File: config.mk
export PLATFORM = sky130hd
export DESIGN_NAME = fetch_unit
export DESIGN_NICKNAME = d
export VERILOG_FILES = /design/src/rtl/mini_cpu_pkg.sv /design/src/rtl/fetch_queue.sv /design/src/rtl/fetch_unit.sv
export SDC_FILE = /design/constraint.sdc
export NUM_CORES = 1
export LEC_CHECK = 0
export BUFFER_PORTS_ARGS = -buffer_cell sky130_fd_sc_hd__buf_2
export CORE_UTILIZATION = 45
export DETAILED_ROUTE_END_ITERATION = 16
export GPL_ROUTABILITY_DRIVEN = 1
export PLACE_DENSITY = 0.68
export SETUP_SLACK_MARGIN = 0.3
export SYNTH_ARGS = -nofsm -noshare
export SYNTH_HDL_FRONTEND = slang
export SYNTH_HIERARCHICAL = 1
export SYNTH_SLANG_ARGS = --single-unit
File: constraint.sdc
create_clock -name clk -period 3.5 [get_ports clk]
set_input_delay 0.7 -clock clk [delete_from_list [all_inputs] [get_ports clk]]
set_output_delay 0.7 -clock clk [all_outputs]
set_load 0.02 [all_outputs]
File: src/rtl/mini_cpu_pkg.sv
// Shared definitions for the Mini-CPU front end.
//   WIDTH       : instruction word width
//   DEPTH / AW  : program ROM depth and address width
//   FETCH_CNT_W : width of the accepted-instruction counter
//   fetch_entry_t : one prefetch queue slot, {pc, instr}
package mini_cpu_pkg;

  localparam int WIDTH       = 16;
  localparam int DEPTH       = 256;
  localparam int AW          = $clog2(DEPTH);
  localparam int FETCH_CNT_W = 16;

  typedef struct packed {
    logic [AW-1:0]    pc;
    logic [WIDTH-1:0] instr;
  } fetch_entry_t;

endpackage

File: src/rtl/fetch_queue.sv
// Two-entry synchronous FIFO used as the instruction prefetch queue.
//   clk, rst   : clock, synchronous active-high reset
//   flush      : drop every entry (takes priority over push/pop)
//   push       : write push_data at the tail; caller only pushes when a
//                slot is free or a pop happens in the same cycle
//   pop        : advance the head (ignored when empty)
//   head_data  : registered entry at the head (zero after reset)
//   count      : occupancy 0..2
//   full/empty : occupancy flags
module fetch_queue
  import mini_cpu_pkg::*;
#(
  parameter int EW = $bits(fetch_entry_t)
) (
  input  logic          clk,
  input  logic          rst,
  input  logic          flush,
  input  logic          push,
  input  logic [EW-1:0] push_data,
  input  logic          pop,
  output logic [EW-1:0] head_data,
  output logic [1:0]    count,
  output logic          full,
  output logic          empty
);

  logic [EW-1:0] mem_reg [2];
  logic          head_reg, head_next;
  logic          tail_reg, tail_next;
  logic [1:0]    count_reg, count_next;
  logic          push_ok;
  logic          pop_ok;

  assign empty   = (count_reg == 2'd0);
  assign full    = (count_reg == 2'd2);
  assign pop_ok  = pop && !empty && !flush;
  assign push_ok = push && !flush;

  always_comb begin
    head_next  = head_reg;
    tail_next  = tail_reg;
    count_next = count_reg;
    if (flush) begin
      head_next  = 1'b0;
      tail_next  = 1'b0;
      count_next = 2'd0;
    end else begin
      if (pop_ok)  head_next = ~head_reg;
      if (push_ok) tail_next = ~tail_reg;
      case ({push_ok, pop_ok})
        2'b10:   count_next = count_reg + 2'd1;
        2'b01:   count_next = count_reg - 2'd1;
        default: count_next = count_reg;
      endcase
    end
  end

  always_ff @(posedge clk) begin
    if (rst) begin
      head_reg  <= 1'b0;
      tail_reg  <= 1'b0;
      count_reg <= 2'd0;
    end else begin
      head_reg  <= head_next;
      tail_reg  <= tail_next;
      count_reg <= count_next;
    end
  end

  // When full with a simultaneous pop, tail equals head, so the new word
  // lands in the slot being vacated while head moves to the older survivor.
  for (genvar gi = 0; gi < 2; gi++) begin : g_slot
    always_ff @(posedge clk) begin
      if (rst) begin
        mem_reg[gi] <= '0;
      end else if (push_ok && (tail_reg == 1'(gi))) begin
        mem_reg[gi] <= push_data;
      end
    end
  end

  assign head_data = mem_reg[head_reg];
  assign count     = count_reg;

endmodule

File: src/rtl/fetch_unit.sv
// Instruction fetch unit: PC register, ROM address drive, prefetch queue
// and a saturating count of instructions handed to decode.
//   clk, rst            : clock, synchronous active-high reset
//   rom_addr/rom_data   : combinational program ROM port (addr = pc)
//   out_valid/out_ready : decode handshake; out_instr/out_pc = queue head
//   redirect_valid/addr : load a new pc and flush the queue
//   halt                : suspend fetching (queue still drains)
//   fetch_count         : accepted instructions, saturating
module fetch_unit
  import mini_cpu_pkg::*;
#(
  parameter int WIDTH = mini_cpu_pkg::WIDTH,
  parameter int DEPTH = mini_cpu_pkg::DEPTH,
  parameter int AW    = $clog2(DEPTH)
) (
  input  logic                   clk,
  input  logic                   rst,
  output logic [AW-1:0]          rom_addr,
  input  logic [WIDTH-1:0]       rom_data,
  output logic                   out_valid,
  input  logic                   out_ready,
  output logic [WIDTH-1:0]       out_instr,
  output logic [AW-1:0]          out_pc,
  input  logic                   redirect_valid,
  input  logic [AW-1:0]          redirect_addr,
  input  logic                   halt,
  output logic [FETCH_CNT_W-1:0] fetch_count
);

  localparam int EW = AW + WIDTH;

  logic [AW-1:0]          pc_reg, pc_next;
  logic [FETCH_CNT_W-1:0] fetch_count_reg, fetch_count_next;
  logic [EW-1:0]          head_data;
  logic [1:0]             q_count;
  logic                   q_full;
  logic                   q_empty;
  logic                   handshake;
  logic                   fetch_en;

  assign handshake = !q_empty && out_ready;
  // A full queue still accepts a word when the head leaves this cycle.
  assign fetch_en  = !halt && !redirect_valid && (!q_full || handshake);

  always_comb begin
    pc_next = pc_reg;
    if (redirect_valid) begin
      pc_next = redirect_addr;
    end else if (fetch_en) begin
      pc_next = (pc_reg == AW'(DEPTH - 1)) ? '0 : pc_reg + 1'b1;
    end
  end

  always_comb begin
    fetch_count_next = fetch_count_reg;
    if (handshake && (fetch_count_reg != '1)) begin
      fetch_count_next = fetch_count_reg + 1'b1;
    end
  end

  always_ff @(posedge clk) begin
    if (rst) begin
      pc_reg          <= '0;
      fetch_count_reg <= '0;
    end else begin
      pc_reg          <= pc_next;
      fetch_count_reg <= fetch_count_next;
    end
  end

  fetch_queue #(
    .EW (EW)
  ) u_queue (
    .clk       (clk),
    .rst       (rst),
    .flush     (redirect_valid),
    .push      (fetch_en),
    .push_data ({pc_reg, rom_data}),
    .pop       (handshake),
    .head_data (head_data),
    .count     (q_count),
    .full      (q_full),
    .empty     (q_empty)
  );

  assign rom_addr    = pc_reg;
  assign out_valid   = !q_empty;
  assign out_pc      = head_data[EW-1:WIDTH];
  assign out_instr   = head_data[WIDTH-1:0];
  assign fetch_count = fetch_count_reg;

  logic unused_ok;
  assign unused_ok = ^q_count;

endmodule

# Yosys cells after proc, flatten, opt, wreduce, memory -nomap -nowiden
# Memory sizes are Yosys's and may differ from the RTL's. A register that Yosys moved wholly into a read port is not among the register bits.
# Index checks and enable logic that the tools add are counted.
[totals] mem_count=1 rom_bits=0 latchBits=0 reg_bits=28 mem_bits_rw=48 output_inout_bits=49 in_bits=29
[classes] multipliers=0 shifts=0 bitwise=4 addsub=4 magnitude_cmp=0 n_reduce_logical=18 n_eq_ne=5 muxes=16 div_mod_pow=0
[mem_list] name="u_queue.mem_reg" words=2 width=24 rd=1 rd_ports_with_merged_regs=1 write_ports=2 line="fetch_queue.sv:27" rtl="logic [EW-1:0] mem_reg [2];"
[ops] operator="$mux 24" n=2
[ops] operator="$mux 8" n=3
[ops] operator="$add 16x1->16 const B" n=1
[ops] operator="$ne 16x16->1 const B" n=1
[ops] operator="$mux 1" n=10
[ops] operator="$logic_and 1x1->1" n=9
[ops] operator="$add 8x1->8 const B" n=1
[ops] operator="$eq 8x8->1 const B" n=1
[ops] operator="$eq 2x2->1 const B" n=2
[ops] operator="$logic_not 1->1" n=4
[ops] operator="$pmux 2 s2" n=1
[ops] operator="$reduce_bool 2->1" n=2
[ops] operator="$add 2x1->2 const B" n=1
[ops] operator="$eq 2x1->1 const B" n=1
[ops] operator="$logic_not 2->1" n=1
[ops] operator="$not 1->1" n=2
[ops] operator="$or 1x1->1" n=2
[ops] operator="$reduce_or 2->1" n=1
[ops] operator="$sub 2x1->2 const B" n=1
[ops] operator="$logic_or 1x1->1" n=1

# Logic depth before layout (Yosys ltp)
[logic_depth] ltp_word=11 depth_mapped=9 depth_no_buf=9

# By module
# Netlist, hierarchy kept.
[by_module_without_submodules] mod="fetch_queue" area_per_inst_um2=2318.5 seq_area_each_um2=1541.5 cells_per_inst=161 instances=1
[by_module_without_submodules] mod="fetch_unit" area_per_inst_um2=1286.2 seq_area_each_um2=480.5 cells_per_inst=157 instances=1

# Least setup slack after synthesis
# OpenSTA, ideal clock, no wires.
[synth_path] kind="input-to-reg" from="input port out_ready" to="register u_queue.count_reg[1] (netlist: u_queue/count[1])" path_stages=7 arrival_time_ns=2.545 setup_time_ns=0.086 t_required_ns=3.414 path_buffers=1 path_slack_ns=0.870 path_cell_list="nand2b_1 -> clkbuf_1 -> a211oi_1 -> nand2b_1 -> ha_1 -> or3_1 -> a211oi_1"
[synth_via] elab_chain_cells=6 word_cells_on_any_way=10 classes_between="2 x eq/ne; 1 x mux; 7 x reduce/logical"
[synth_rtl] element="start, declared" line="fetch_unit.sv:21" rtl="input logic out_ready,"
[synth_rtl] element="$logic_and 1x1->1 *" line="fetch_unit.sv:41" rtl="assign handshake = !q_empty && out_ready;"
[synth_rtl] element="$logic_or 1x1->1 *" line="fetch_unit.sv:43" rtl="assign fetch_en = !halt && !redirect_valid && (!q_full || handshake);"
[synth_rtl] element="$logic_and 1x1->1 *" line="fetch_unit.sv:43"
[synth_rtl] element="net fetch_en" line="fetch_unit.sv:39" rtl="logic fetch_en;"
[synth_rtl] element="$logic_and 1x1->1 *" line="fetch_queue.sv:37" rtl="assign push_ok = push && !flush;"
[synth_rtl] element="$eq 2x1->1 or $eq 2x2->1 (tied branches)" line="fetch_queue.sv:50" rtl="case ({push_ok, pop_ok})"
[synth_rtl] element="$pmux 2 s2 or $reduce_bool 2->1 (tied branches)"
[synth_rtl] element="end signal, assigned" line="fetch_queue.sv:66" rtl="count_reg <= count_next;"
[synth_rtl] element="end, declared" line="fetch_queue.sv:30" rtl="logic [1:0] count_reg, count_next;"
# Mark *: on every way through the listed nets, which the timed path passes. The rest lies on a longest branch.
# A chain may end at the register's enable or synchronous reset.

# Worst setup path after layout
[layout_path] from="register u_queue.count_reg[0] (netlist: u_queue/count[0])" to="register u_queue.count_reg[1] (netlist: u_queue/count[1])"
[layout_via] word_cells_on_any_way=16 classes_between="2 x add/sub; 3 x eq/ne; 1 x mux; 10 x reduce/logical"
[layout_lines] element="$logic_not 2->1 *" line="fetch_queue.sv:34" rtl="assign empty = (count_reg == 2'd0);"
[layout_lines] element="net q_empty" line="fetch_unit.sv:37" rtl="logic q_empty;"
[layout_lines] element="$logic_not 1->1 *" line="fetch_unit.sv:41"
[layout_lines] element="$logic_and 1x1->1 *" line="fetch_unit.sv:41"
[layout_lines] element="net handshake" line="fetch_unit.sv:38" rtl="logic handshake;"
[layout_lines] element="$logic_and 1x1->1 * (2 in a row)" line="fetch_queue.sv:36" rtl="assign pop_ok = pop && !empty && !flush;"
[layout_lines] element="net u_queue.pop_ok" line="fetch_queue.sv:32" rtl="logic pop_ok;"
[layout_lines] element="$eq 2x1->1 or $eq 2x2->1 (tied branches)" line="fetch_queue.sv:50"
[layout_lines] element="$pmux 2 s2 or $reduce_bool 2->1 (tied branches)"
# Marked as above.

==> impl_metrics.ini <==
[logic_synthesis]
netlist_area_sq_um = 3600
ys_ff_latch = 77
seq_area_frac_synth = 0.561
ys_types = 42
synthCells = 318
syn-num-nets = 350
syn_area_per_cell_sq_um = 11.3
yosysWarnings = 6

[status]
status = finished clean

[floorplanning]
fp.dieArea_sq_um = 8370
rows = 32
core_sq_um = 7730
die_h_um = 91.5
ioPinCount = 78
initial_core_util = 0.466
die_x_um = 91.5

[clock_network]
htreeDepth = 3
ctsLongestPathBuffers = 2
path_clk_slew_ns = 0.08
cts_inserted_buffers = 9
cts_setup_buffers = 0
tritoncts = built
cts_resized = 0
cts_hold_buf = 0
clkLatencyLatePin_ns = 0.34
clockRootBuffer = clkbuf_8
numClockSinks = 77

[worst_setup_path]
cp_top_family = simple AND/OR/NAND/NOR gates
slowest_stage = nand2b_1
worstSetupPathType = reg2reg
path_cells = nor2_1 -> nand2b_1 -> inv_1 -> o21ai_0 -> nor2_1 -> ha_1 -> or3_1 -> a211oi_1
startpoint_type = flip-flop
cp_max_fo = 12
crit_top_cell = nor2_1
cp_data_arrival_time_ns = 2.63
crit_buf_inv = 1
cp_slowest_stage_delay_ns = 0.37
worst_ep_required_time_ns = 3.76
critical_path.endpoint_type = flip-flop

[drt]
wire_per_inst_um = 15.0
ant_nets = 0
drcViolationCount = 0
dr.first_iter.drc_count = 145
vias = 2772
drt_pass1_iterations = 4
avgViaCountPerCell = 5.54
wl_um = 7510

[sta]
setup_ws_ns = 1.13
period_needed_ns = 2.37
fin_worst_skew_ns = 0.0111
drv_slew = 0
worst_pin_slew_ns = 1.07
rsz0062_at_grt = no
fin_tns_setup_ns = 0
holdWs_ns = 0.499
hold_violations = 0
timing.slew.headroom = 0.283
fmax_mhz = 422
setup_viol = 0
fin_crit_sh = 0.678

[global_routing]
grt_first_pass_wirelength_um = 12600
grt_usage = 0.189
antenna_found_initial = 0
grt_pass1_vias = 2631
grt-ovfl-total = 0
grt_max_degree = 49

[layout]
fin_util = 0.552
drive_above_1_share = 0.327
fin_nets = 425
area_delta_synth_final_pct = 18.4
largest_register_ffs = 48
final_cell_mix = buf_2 (77), and3_1 (51), edfxtp_1 (48)
layout_commonest_cell = buf_2
diodes = 0

[placement]
place_hpwl_um = 4840
io_buffers = 77
place.gp.congestion = 0.762
pre_cts_slack_ns = 0.943

[power_and_ir_drop]
power.density_nw_per_um2 = 414
swShare = 0.257
p_seq_frac = 0.573
vdd_drop_max_mv = 0.177
p_clk_frac = 0.345
power.switching_uw = 454
power_leakage_uw = 0.00185
combPwrFrac = 0.082
internal_power_uw = 1310

[worst_hold_path]
hp-class = reg2reg

[job]
maxCapViolations = 0
[final timing paths]
path / from / to / slack [ns] / depth (start not counted)
worst min-delay path: fetch_count[15] / fetch_count[15] / 0.50 / 2
worst max-delay path: u_queue/count[0] / u_queue/count[1] / 1.13 / 8
worst min register to register: fetch_count[15] / fetch_count[15] / 0.50 / 2
worst max register to register: u_queue/count[0] / u_queue/count[1] / 1.13 / 8
[worst min-delay path, delay by kind of cell (launching register included)]
kind / cells / cell delay (ns)
compound gates: 2 / 0.12
flops: 1 / 0.34
[Yosys cell counts]
| cell type | n | share of area |
|---|---|---|
| a21oi_1 | 18 | 0.025 |
| clkbuf_2 | 1 | 0.0014 |
| a31oi_1 | 1 | 0.0017 |
| or3_1 | 7 | 0.012 |
| and2_1 | 1 | 0.0017 |
| nand2_1 | 9 | 0.0094 |
| o21ai_0 | 9 | 0.012 |
| or4_1 | 8 | 0.017 |
| or4_4 | 1 | 0.0031 |
| dfxtp_1 | 29 | 0.16 |
| o21a_1 | 1 | 0.0021 |
| nand2b_1 | 2 | 0.0035 |
| mux2_2 | 24 | 0.075 |
| a21o_1 | 3 | 0.0062 |
| o31ai_1 | 9 | 0.019 |
| xnor2_1 | 5 | 0.012 |
| or2_2 | 1 | 0.0017 |
| o2111ai_1 | 1 | 0.0024 |
| nor3_1 | 7 | 0.0097 |
| and3_1 | 51 | 0.089 |
| buf_2 | 7 | 0.0097 |
| nor2_1 | 13 | 0.014 |
| and2b_2 | 1 | 0.0024 |
| and4_1 | 1 | 0.0024 |
| nand3b_1 | 3 | 0.0062 |
| nor4_1 | 2 | 0.0035 |
| a311oi_1 | 2 | 0.0049 |
| xor2_1 | 3 | 0.0073 |
| clkbuf_1 | 12 | 0.012 |
| a211oi_1 | 7 | 0.015 |
| ha_1 | 3 | 0.010 |
| nor2b_1 | 2 | 0.0035 |
| a32oi_1 | 1 | 0.0024 |
| edfxtp_1 | 48 | 0.40 |
| o211ai_1 | 1 | 0.0021 |
| nand4b_1 | 1 | 0.0024 |
| inv_1 | 5 | 0.0052 |
| nor4_2 | 1 | 0.0035 |
| nand4_2 | 1 | 0.0035 |
| o32ai_1 | 1 | 0.0024 |
| nand3_1 | 9 | 0.012 |
| nand4_1 | 6 | 0.010 |
[metal layers]
layer | vias up | track usage | routed length, um
li1 | 1371 | - | -
met1 | 1327 | 0.245 | 3480
met2 | 70 | 0.318 | 3690
met3 | 4 | 0.0335 | 296
met4 | 0 | 0.0635 | 47
met5 | - | 0 | 0
[power groups by stage]
stage / logic (uW) / registers, uW / clock network [uW]
finish: 145 / 1010 / 609
floorplan: 81.7 / 1030 / 0
global route: 159 / 1020 / 668
CTS: 147 / 1010 / 627
detailed placement: 146 / 1030 / 0
global placement: 144 / 1030 / 0
[cells by family after synthesis]
group / after synthesis / share of synthesized area
and+or+nand+nor: 127 / 0.210
DFF: 77 / 0.561
AOI/OAI and AO/OA: 54 / 0.0951
buffers and inverters: 25 / 0.0288
muxes: 24 / 0.0750
xor gates and xnor gates: 8 / 0.0194
adders and majority gates: 3 / 0.0104
[per-stage QoR]
step           total power [uW]  cell area [sq um]  std cells
3_3_place_gp               1170               4090        484
4_1_cts                    1780               4270        500
2_1_floorplan              1120               3600        318
6_report                   1770               4270        500
3_5_place_dp               1180               4090        484
5_1_grt                    1840               4270        500
[layout make-up]
type	instances	area (sq um)
Inverter	5	18.8
Timing Repair Buffer	84	438
Clock buffer	9	124
Sequential cell	77	2020
Multi-Input combinational cell	216	1480
Fill cell	716	3460
Tap cell	102	128
Clock inverter	7	57.6
Power figures use the tool's default switching activity.
